[config.mk]
export PLATFORM = sky130hd
export DESIGN_NAME = branch_resolve_bht
export DESIGN_NICKNAME = d
export VERILOG_FILES = /design/src/rtl/branch_resolve_bht.sv
export SDC_FILE = /design/constraint.sdc
export NUM_CORES = 1
export LEC_CHECK = 0
export BUFFER_PORTS_ARGS = -buffer_cell sky130_fd_sc_hd__buf_4
export CAP_MARGIN = 20
export CORE_MARGIN = 8
export CORE_UTILIZATION = 45
export CTS_BUF_LIST = sky130_fd_sc_hd__clkbuf_8
export DETAILED_ROUTE_END_ITERATION = 6
export PLACE_DENSITY = 0.89
export SYNTH_ARGS = -nofsm -noshare
export SYNTH_HDL_FRONTEND = slang
export SYNTH_SLANG_ARGS = --single-unit
[constraint.sdc]
create_clock -name clk -period 2.4 [get_ports clk]
set_input_delay 0.48 -clock clk [delete_from_list [all_inputs] [get_ports clk]]
set_output_delay 0.48 -clock clk [all_outputs]
set_load 0.02 [all_outputs]
[src/rtl/branch_resolve_bht.sv]
// Branch resolution in EX plus a bimodal 2-bit branch history table read at fetch.
// Also drives the registered mispredict flush and the branch/mispredict statistics.
module branch_resolve_bht #(
    parameter int XLEN        = 32,
    parameter int BHT_ENTRIES = 16,
    parameter int CNT_W       = 16
) (
    input  logic             clk,
    input  logic             rst,
    input  logic [XLEN-1:0]  fetch_pc,
    output logic             pred_taken,
    input  logic             ex_valid,
    input  logic [XLEN-1:0]  ex_pc,
    input  logic [31:0]      ex_instr,
    input  logic             ex_pred_taken,
    input  logic             branch,
    input  logic             jump,
    input  logic             zero,
    input  logic             lt,
    input  logic             ltu,
    output logic             pc_src,
    output logic             flush,
    output logic             illegal_br,
    output logic [CNT_W-1:0] stat_br,
    output logic [CNT_W-1:0] stat_mis
);

    localparam int IDX_W = $clog2(BHT_ENTRIES);

    logic [1:0]       bht [BHT_ENTRIES];
    logic [IDX_W-1:0] fetch_idx;
    logic [IDX_W-1:0] ex_idx;
    logic [2:0]       funct3;
    logic             br_taken;
    logic             funct3_bad;
    logic             is_br;
    logic             bht_upd;
    logic             mispredict;
    logic             unused_ok;

    function automatic logic [1:0] sat_cnt2(input logic [1:0] cnt, input logic up);
        if (up)
            return (cnt == 2'b11) ? cnt : cnt + 2'b01;
        else
            return (cnt == 2'b00) ? cnt : cnt - 2'b01;
    endfunction

    function automatic logic [CNT_W-1:0] sat_inc(input logic [CNT_W-1:0] cnt);
        return (cnt == '1) ? cnt : cnt + 1'b1;
    endfunction

    assign fetch_idx  = fetch_pc[2 +: IDX_W];
    assign ex_idx     = ex_pc[2 +: IDX_W];
    assign funct3     = ex_instr[14:12];
    assign pred_taken = bht[fetch_idx][1];

    always_comb begin
        br_taken   = 1'b0;
        funct3_bad = 1'b0;
        case (funct3)
            3'b000:  br_taken = zero;
            3'b001:  br_taken = !zero;
            3'b100:  br_taken = lt;
            3'b101:  br_taken = !lt;
            3'b110:  br_taken = ltu;
            3'b111:  br_taken = !ltu;
            default: funct3_bad = 1'b1;
        endcase
    end

    // A jump overrides the branch decode entirely, including the illegal check.
    assign is_br      = ex_valid & branch & !jump;
    assign illegal_br = is_br & funct3_bad;
    assign pc_src     = ex_valid & (jump | (branch & br_taken));
    assign bht_upd    = is_br & !funct3_bad;
    assign mispredict = ex_valid & (branch | jump) & !illegal_br & (pc_src != ex_pred_taken);

    assign unused_ok = ^{fetch_pc[1:0], fetch_pc[XLEN-1:IDX_W+2],
                         ex_pc[1:0], ex_pc[XLEN-1:IDX_W+2],
                         ex_instr[31:15], ex_instr[11:0]};

    // Stage p1: table write, flush pulse and statistics
    always_ff @(posedge clk) begin
        if (rst) begin
            for (int i = 0; i < BHT_ENTRIES; i++)
                bht[i] <= 2'b01;
            flush    <= 1'b0;
            stat_br  <= '0;
            stat_mis <= '0;
        end else begin
            if (bht_upd) begin
                bht[ex_idx] <= sat_cnt2(bht[ex_idx], br_taken);
                stat_br     <= sat_inc(stat_br);
            end
            if (mispredict)
                stat_mis <= sat_inc(stat_mis);
            flush <= mispredict;
        end
    end

endmodule

==> out/metrics.yaml <==
status: "completed"
reg2reg_slack_ps: 110
antenna_left: 0
yosysTopAreaCell: "edfxtp_1"
grt_max_degree: 42
path_depth: 3
synth_cell_type_count: 55
start_util_pct: 46.0
synth_edf_count: 32
drt_first_pass_iters: 4
max_freq_ghz: 0.424
overflow: 0
multi_input_area_um2: 1800
dieWidth_um: 104
grt_util_met3_pct: 3.84
p_total_mw: 2.40
crit_buf_inv: 1
power.leakage_nw: 1.62
setup_ws_ps: 41.1
finalSetupViolCount: 0
diodes: 0
crit_arrival_ps: 1880
drive_above_1_share_pct: 31.6
maxSlewViolCount: 0
regArea_um2: 1620
die_area_um2: 10900
end_kind: "output pin"
cts_buffer_depth: 2
fin_worst_skew_ps: 12.3
hpwlAfterDp_um: 6290
ys_seq_elements: 65
reg2reg_depth: 8
grt.busiest_layer: "met2"
drt_iter0_markers: 157
antenna_found_initial: 0
netlist_area_um2: 3520
final_core_util_pct: 57.6
grt_pass1_wl_um: 14100
worst-setup-path-type: "register to output pin"
drc_errors: 0
syn_inst: 349
yosysTopAreaCellShare_pct: 27.3
worstHoldPathType: "input port to register"
worstSetupEndpoint: "pred_taken"
syn_avg_cell_area_um2: 10.1
synth_area_leaders: "edfxtp_1 27%, dfxtp_1 19%, mux4_2 8.3%"
crit_top_cell: "mux4_2"
ios: 141
yosysSeqAreaShare_pct: 46.1
use_met1_pct: 17.9
drv_cap: 0
path_max_fanout: 2
dp_cells: 519
dieHeight_um: 104
r2r-start: "stat_mis[0]"
port_buffers: 55
fin_tns_setup_ps: 0
vias_per_cell: 5.58
path_clk_slew_ps: 70
grt.met2_usage_pct: 26.8
cts_htree_levels: 3
hold_viol: 0
gp_congestion: 0.836
min_period_ps: 2360
place_ws_ps: -30.0
worst_pin_slew_ps: 405
period_share_pct: 98.3
stdcell_area_um2: 4410
yosys_warnings: 0
dr_total_vias: 2984
whs_ps: 486
crit_slowest_cell: "mux4_2"
yosysMostFrequentCell: "nor2_1"
syn_nets: 456
clock-root-buffer: "clkbuf_8"
async_reset_ff_share_pct: 0
crit_chain: "mux4_2, mux4_2, buf_6"
rsz0062_at_grt: "false"
cp_top_family: "multiplexers"
place_area_um2: 4200
area_growth_pct: 25.3
synth_flop_cell: "dfxtp_1"
std_cell_rows: 32
final_nets: 535
wl_per_cell_um: 15.6
fillCellCount: 645
r2r-end: "stat_mis[3]"
critPathLaunch: "bht[10][1]"
slowest_delay_ps: 480
postCtsHoldBufs: 0
crit_required_ps: 1920
grt_usage_pct: 15.5
power_density_nw_per_um2: 545
grt_pass1_vias: 3039
final_cell_count_no_fill: 535
cts_setup_buffers: 0
cp-start-kind: "register"
clock-sinks: 65
numCtsBuffers: 9
routed_wl_um: 8340
irDropWorstVdd_uv: 359
clkLatencyLatePin_ps: 340
synth.cells.most_frequent: "51 x nor2_1, 33 x dfxtp_1, 32 x edfxtp_1"
core_area_um2: 7650
relSlewSlack_pct: 72.7
cts_tree: "yes"
## repair_timing
item	in CTS	in global routing
endpoints found under the setup margin	0	3
gates resized for setup	0	2
endpoints found under the hold margin	0	0
## worst min-delay path by stage
stage / startpoint / to / slack [ps] / cells after the start
finish: ex_pc[4] / bht[15][0] / 490 / 2
global route: ex_pc[4] / bht[15][0] / 490 / 2
CTS: ex_pc[4] / bht[15][0] / 470 / 2
detailed placement: stat_mis[15] / stat_mis[15] / 490 / 2
global placement: stat_mis[15] / stat_mis[15] / 480 / 2
floorplan: stat_mis[15] / stat_mis[15] / 560 / 2
## registers in the layout (all words and copies together) (netlist names)
register / flops
bht: 32
stat_br: 16
stat_mis: 16
flush: 1
## worst reg2reg max path: cells and delay by family, from the launching register on
kind	cells	cell delay (ps)
AND/OR/NAND/NOR	4	1100
multiplexers	1	320
adder cells (fa/ha/maj)	1	210
AO/OA/AOI/OAI	1	40
flip-flops	1	340
buffers and inverters	1	170
## layout by cell type, fill, tap and decap left out, types with 4 or more instances in the layout
cell type	n
buf_4	84
nor2_1	50
dfxtp_1	33
edfxtp_1	32
nand2_1	28
nand3_1	28
nand2b_1	23
a21oi_1	14
mux4_2	13
clkbuf_8	11
nor3_1	9
xor2_1	9
xnor2_1	9
inv_1	7
nor2b_1	6
nand4_1	6
a31o_2	6
or3_1	5
o21ai_0	5
and3_1	4
mux2i_1	4
## report_power, final
| group | leakage (nW) | internal (mW) | switching, mW | total [mW] |
|---|---|---|---|---|
| clock network | 0.112 | 0.526 | 0.412 | 0.938 |
| logic | 0.961 | 0.126 | 0.153 | 0.278 |
| registers | 0.543 | 1.18 | 0.00980 | 1.19 |
## cell type report
class | instances | area share, %
Clock buffer | 11 | 3.43
Clock inverter | 5 | 1.08
Timing Repair Buffer | 85 | 14.6
Multi-Input combinational cell | 262 | 40.8
Inverter | 5 | 0.426
Tap cell | 102 | 2.90
Sequential cell | 65 | 36.8
## cell families after synthesis
| logic type | Yosys count | synth area share, % |
|---|---|---|
| AND/OR/NAND/NOR | 179 | 26.5 |
| flip-flops | 65 | 46.1 |
| AO/OA/AOI/OAI | 42 | 8.61 |
| buffers and inverters | 22 | 2.81 |
| multiplexers | 20 | 10.4 |
| XOR/XNOR | 18 | 4.48 |
| adder cells (fa/ha/maj) | 3 | 1.03 |
## routing by layer
layer	up-vias	routed length, µm
met5	-	0
met4	0	117
met3	12	495
met2	88	4290
met1	1453	3440
li1	1431	-
Power figures use the tool's default switching activity.
